### config.mk
export PLATFORM = sky130hd
export DESIGN_NAME = fetch_stage
export DESIGN_NICKNAME = d
export VERILOG_FILES = /design/src/rtl/wisc_pkg.sv /design/src/rtl/fetch_skid_buf.sv /design/src/rtl/fetch_stage.sv
export SDC_FILE = /design/constraint.sdc
export NUM_CORES = 1
export LEC_CHECK = 0
export CORE_ASPECT_RATIO = 0.7
export CORE_UTILIZATION = 50
export DETAILED_ROUTE_END_ITERATION = 7
export GPL_ROUTABILITY_DRIVEN = 0
export PLACE_DENSITY = 0.77
export SYNTH_ARGS = -nofsm -noshare
export SYNTH_HDL_FRONTEND = slang
export SYNTH_SLANG_ARGS = --single-unit
### constraint.sdc
create_clock -name clk -period 2.18 [get_ports clk]
set_clock_uncertainty 0.2 [all_clocks]
set_input_delay 0.218 -clock clk [delete_from_list [all_inputs] [get_ports clk]]
set_output_delay 0.218 -clock clk [all_outputs]
set_load 0.05 [all_outputs]
### src/rtl/wisc_pkg.sv
// Shared definitions for the WISC-SP13 core.
//   OP_HALT / OP_NOP : 5-bit opcodes (instr[15:11])
//   NOP_INSTR        : encoding used for pipeline bubbles
//   fetch_state_e    : fetch-stage FSM encoding
package wisc_pkg;

  localparam logic [4:0]  OP_HALT   = 5'b00000;
  localparam logic [4:0]  OP_NOP    = 5'b00001;
  localparam logic [15:0] NOP_INSTR = 16'h0800;

  typedef enum logic [1:0] {
    StFetch   = 2'd0,
    StDiscard = 2'd1,
    StHalted  = 2'd2
  } fetch_state_e;

endpackage

### src/rtl/fetch_skid_buf.sv
// One-entry {instr, pc2} skid buffer used to catch a fetch that completes while IF/ID is stalled.
//   clk_i, rst_ni     : clock, synchronous active-low reset
//   clear_i           : drop any held entry (highest priority)
//   load_i            : capture instr_i / pc2_i
//   drain_i           : release the held entry
//   instr_o, pc2_o    : held entry
//   valid_o           : entry present
module fetch_skid_buf (
  input  logic        clk_i,
  input  logic        rst_ni,
  input  logic        clear_i,
  input  logic        load_i,
  input  logic        drain_i,
  input  logic [15:0] instr_i,
  input  logic [15:0] pc2_i,
  output logic [15:0] instr_o,
  output logic [15:0] pc2_o,
  output logic        valid_o
);

  logic [15:0] instr_q;
  logic [15:0] pc2_q;
  logic        valid_q;

  always_ff @(posedge clk_i) begin
    if (!rst_ni) begin
      valid_q <= 1'b0;
      instr_q <= 16'h0000;
      pc2_q   <= 16'h0000;
    end else if (clear_i) begin
      valid_q <= 1'b0;
    end else if (load_i) begin
      valid_q <= 1'b1;
      instr_q <= instr_i;
      pc2_q   <= pc2_i;
    end else if (drain_i) begin
      valid_q <= 1'b0;
    end
  end

  assign instr_o = instr_q;
  assign pc2_o   = pc2_q;
  assign valid_o = valid_q;

endmodule

### src/rtl/fetch_stage.sv
// Instruction-fetch stage plus IF/ID pipeline register.
//   clk, rst_n           : clock, synchronous active-low reset
//   stall                : hold IF/ID (hazard unit)
//   redirect, redirect_pc: taken branch/jump from EX and its target
//   imem_req, imem_addr  : instruction-memory request (held until imem_valid)
//   imem_valid, imem_data: memory response
//   ifid_Instr, ifid_PC2 : instruction and its PC+2 for decode
//   ifid_valid           : 0 when ifid_Instr is a bubble
//   halted               : fetch stopped after a HALT
module fetch_stage import wisc_pkg::*; #(
  parameter logic [15:0] RESET_PC  = 16'h0000,
  parameter logic [15:0] NOP_INSTR = wisc_pkg::NOP_INSTR
) (
  input  logic        clk,
  input  logic        rst_n,
  input  logic        stall,
  input  logic        redirect,
  input  logic [15:0] redirect_pc,
  output logic        imem_req,
  output logic [15:0] imem_addr,
  input  logic        imem_valid,
  input  logic [15:0] imem_data,
  output logic [15:0] ifid_Instr,
  output logic [15:0] ifid_PC2,
  output logic        ifid_valid,
  output logic        halted
);

  fetch_state_e state_q;
  logic [15:0]  pc_q;
  logic [15:0]  req_addr_q;

  logic [15:0]  buf_instr;
  logic [15:0]  buf_pc2;
  logic         buf_valid;

  logic         accept;
  logic         is_halt;
  logic [15:0]  pc_inc;
  logic [15:0]  target;
  logic         buf_load;
  logic         buf_drain;

  // A full buffer blocks new requests, so a stalled accept always finds it empty.
  assign imem_req  = ((state_q == StFetch) && !buf_valid && rst_n) || (state_q == StDiscard);
  assign imem_addr = req_addr_q;
  assign accept    = imem_req && imem_valid && (state_q == StFetch);
  assign is_halt   = (imem_data[15:11] == OP_HALT);
  assign pc_inc    = pc_q + 16'd2;
  assign target    = redirect_pc & 16'hFFFE;
  assign buf_load  = !redirect && stall && accept;
  assign buf_drain = !redirect && !stall && buf_valid;
  assign halted    = (state_q == StHalted);

  fetch_skid_buf u_skid_buf (
    .clk_i   (clk),
    .rst_ni  (rst_n),
    .clear_i (redirect),
    .load_i  (buf_load),
    .drain_i (buf_drain),
    .instr_i (imem_data),
    .pc2_i   (pc_inc),
    .instr_o (buf_instr),
    .pc2_o   (buf_pc2),
    .valid_o (buf_valid)
  );

  always_ff @(posedge clk) begin
    if (!rst_n) begin
      state_q    <= StFetch;
      pc_q       <= RESET_PC & 16'hFFFE;
      req_addr_q <= RESET_PC & 16'hFFFE;
      ifid_Instr <= NOP_INSTR;
      ifid_PC2   <= 16'h0000;
      ifid_valid <= 1'b0;
    end else if (redirect) begin
      ifid_Instr <= NOP_INSTR;
      ifid_valid <= 1'b0;
      pc_q       <= target;
      if (imem_req && !imem_valid) begin
        // Old request still in flight: keep its address on the bus until it returns.
        state_q <= StDiscard;
      end else begin
        state_q    <= StFetch;
        req_addr_q <= target;
      end
    end else begin
      if (accept) begin
        pc_q       <= pc_inc;
        req_addr_q <= pc_inc;
        if (is_halt) begin
          state_q <= StHalted;
        end
      end
      if ((state_q == StDiscard) && imem_valid) begin
        req_addr_q <= pc_q;
        state_q    <= StFetch;
      end
      if (!stall) begin
        if (buf_valid) begin
          ifid_Instr <= buf_instr;
          ifid_PC2   <= buf_pc2;
          ifid_valid <= 1'b1;
        end else if (accept) begin
          ifid_Instr <= imem_data;
          ifid_PC2   <= pc_inc;
          ifid_valid <= 1'b1;
        end else begin
          ifid_Instr <= NOP_INSTR;
          ifid_valid <= 1'b0;
        end
      end
    end
  end

endmodule
==> impl_results.md <==
* DRC viols at 0
* CP Launch Point: rst_n
* Syn_area_per_cell at 8.433 µm²
* CTS tree: built
* Final Power at 4.174 mW
* Peak supply drop at 0.0005607 V
* Synth Flop Type: dfxtp_1
* Multi-input combinational cell area at 0.002410 mm²
* H-tree lvl count at 3
* Element type at the critical path start: input port
* Root buffer cell: clkbuf_16
* Slack of the worst reg-to-reg path at between 0.15 and 0.2 ns
* Port bufs at 84
* Core Rows at 28
* First-pass DRT Iterations at 7
* Die H at 82.00 µm
* Maxcap violations at 0
* Initial antenna violation count at 0
* Reg2Reg Launch Point: pc_q[1]
* Post-synthesis cell area at 0.004571 mm²
* Number of distinct library cells after synthesis at 56
* Final WS setup at 0.1416 ns
* Fillcell total at 700
* Hold Path Cell Cnt at 3
* Placed cell count at 741
* Avg WL per Cell at approximately 16 µm
* Starting Density at a little over half
* Layout area overhead at 31.78%
* Crit share post-route at between 90% and 100%
* Worst slack at placement at -0.1539 ns
* Core region area at just under 0.009 mm²
* Hold Path Origin: redirect_pc[1]
* Leakage power at between 2 and 2.5 nW
* Critical path arrival at around 1.6 ns
* Max-slew violations at 0
* Fin area at 0.006023 mm²
* Num ports at 88
* Hold endpoint: pc_q[1]
* CP endpoint kind: output pin
* CTS Buffer Depth at 2
* Post-Synthesis Cells at 542
* Reg-to-Reg End: pc_q[11]
* Post-CTS sizing at 0
* Flops & latches, synth at between 90 and 100
* Worst Tran Pin Value at ~0.51 ns
* Vias in the first global route at 4067
* Seq/Total Area, Yosys at 42.05%
* Post-DRT Antenna Nets at 0
* Register area at 0.001926 mm²
* Asr flop ratio synth at 0%
* FF-to-FF path depth at 8
* Hold_ws at 0.2474 ns
* # diodes at 0
* Iteration-0 DRC Markers at approximately 240
* DP HPWL at 8534 µm
* Final nets at 670
* WL final at between 10000 and 15000 µm
* # setup viols final at 0
* Die footprint at 0.009534 mm²
* Largest net degree at the start of global routing at 38
* Status: finished, final reports clean
* Crit path time final at 2.038 ns
* Cell Area, Placed at 0.005705 mm²
* Gr usage total at 26.81%
* Yosys warns at 0
* RSZ-0062 raised after global routing: false
* Clock latency on the worst-skew pair at 0.34 ns
* Final Hold Vio Count at 0
* Reg clk slew, reported paths at about 0.060 ns
* First-pass GRT wire length at 19560 µm
* Crit path kind: in -> out
* FMAX at 0.4906 GHz
* WP data required at 1.76 ns
* Num CTS Buffers at 9
* PD cells at a little under 700 mW/mm²
* Layout cells sized above 1 at about 14%
* Worst hold path class: in -> reg
* Max-slew headroom at 65.70%
* Post-CTS Setup Inserts at 0
* Hold-fix buffers, CTS at 0
* Final Util at between 60% and 70%
* Die X at 116.3 µm
* Vias per cell at about 5.6
* Post-synth EDFFs at 0
* CP Max Fanout at 5
* Setup TNS Final at 0 ns
* Clock Sinks at 96
* Grt total ovfl at 0
* Final Non-Filler Cells at 757
* Via Count at about 4200
-- how the worst max path moves through the flow --
stage          cells after the start  slack (ns)             to
3_5_place_dp                       7       -0.15  ifid_Instr[1]
3_3_place_gp                       7       -0.07  imem_addr[14]
5_1_grt                            5        0.03   ifid_PC2[10]
6_report                           6        0.14       imem_req
2_1_floorplan                      7        0.30   imem_addr[9]
4_1_cts                            8        0.05       pc_q[11]
-- cells in the final DEF (no fill, tap or decap), types with 12 or more instances in the layout --
master,instances
a21oi_1,40
buf_4,35
clkdlybuf4s50_1,82
dfxtp_1,93
mux2i_1,13
nand2_1,81
nand3_1,14
nor2_1,59
nor3_1,12
o21ai_0,28
xnor2_1,16
xor2_1,23
-- flip-flops by register name, indices dropped and copies added (netlist names) --
signal and cells:
state_q 2, ifid_Instr 16, pc_q 15, u_skid_buf.instr_o 16
imem_addr 15, ifid_PC2 15, u_skid_buf.valid_o 1, ifid_valid 1
u_skid_buf.pc2_o 15
-- report_power, final --
group / leakage (nW) / internal [mW] / switching, mW / total [mW]
clock: 0.149 / 0.955 / 0.674 / 1.63
sequential: 0.784 / 1.82 / 0.0610 / 1.88
combinational: 1.23 / 0.278 / 0.383 / 0.662
total: 2.16 / 3.06 / 1.12 / 4.17
-- area by class of cell --
class                           instances  share of cell area (%)
Inverter                                7                  0.4362
Sequential cell                        96                   31.97
Multi-Input combinational cell        395                   40.01
Clock buffer                           12                   4.258
Clock inverter                          4                  0.8517
Timing Repair Buffer                  123                   19.98
Tap cell                              120                   2.493
-- worst max-delay path, cell delays in order --
cell and delay (ns):
clkdlybuf4s50_1 0.63, nor2b_4 0.28, o21bai_4 0.10, buf_4 0.15, inv_1 0.09, buf_12 0.14
-- routing by layer --
layer	share of wire, %	vias up	routed length (µm)	track usage, %
li1	-	2049	-	-
met1	46	2000	5559	36.60
met2	46	169	5581	43.67
met3	6.9	14	831	5.166
met4	0.99	0	120	6.667
met5	0	-	0	0
-- Yosys cell counts, types with 5 or more instances --
master / count / share of area (%)
o21ai_0: 28 / 3.1
nor2_1: 59 / 4.8
buf_4: 7 / 1.1
nand2_1: 81 / 6.7
dfxtp_1: 96 / 42
o2111ai_1: 5 / 0.96
o21ai_1: 6 / 0.66
mux2_2: 9 / 2.2
a21oi_1: 40 / 4.4
buf_2: 9 / 0.99
nand4_1: 7 / 0.96
a211oi_1: 8 / 1.3
nand2b_1: 8 / 1.1
inv_1: 5 / 0.41
clkbuf_1: 21 / 1.7
xor2_1: 23 / 4.4
a22oi_1: 7 / 1.1
nor3_1: 12 / 1.3
a31oi_1: 5 / 0.68
xnor2_1: 16 / 3.1
o31ai_1: 7 / 1.1
nand3_1: 14 / 1.5
mux2i_1: 13 / 2.8
-- logic make-up after synthesis --
logic type | share of synthesized area, %
buffers and inverters | 5.475
AND/OR/NAND/NOR | 21.38
adder cells (fa/ha/maj) | 0.2737
flip-flops | 42.05
XOR/XNOR | 7.473
other | 0.08205
multiplexers | 5.557
AO/OA/AOI/OAI | 17.71
Power figures use the tool's default switching activity.
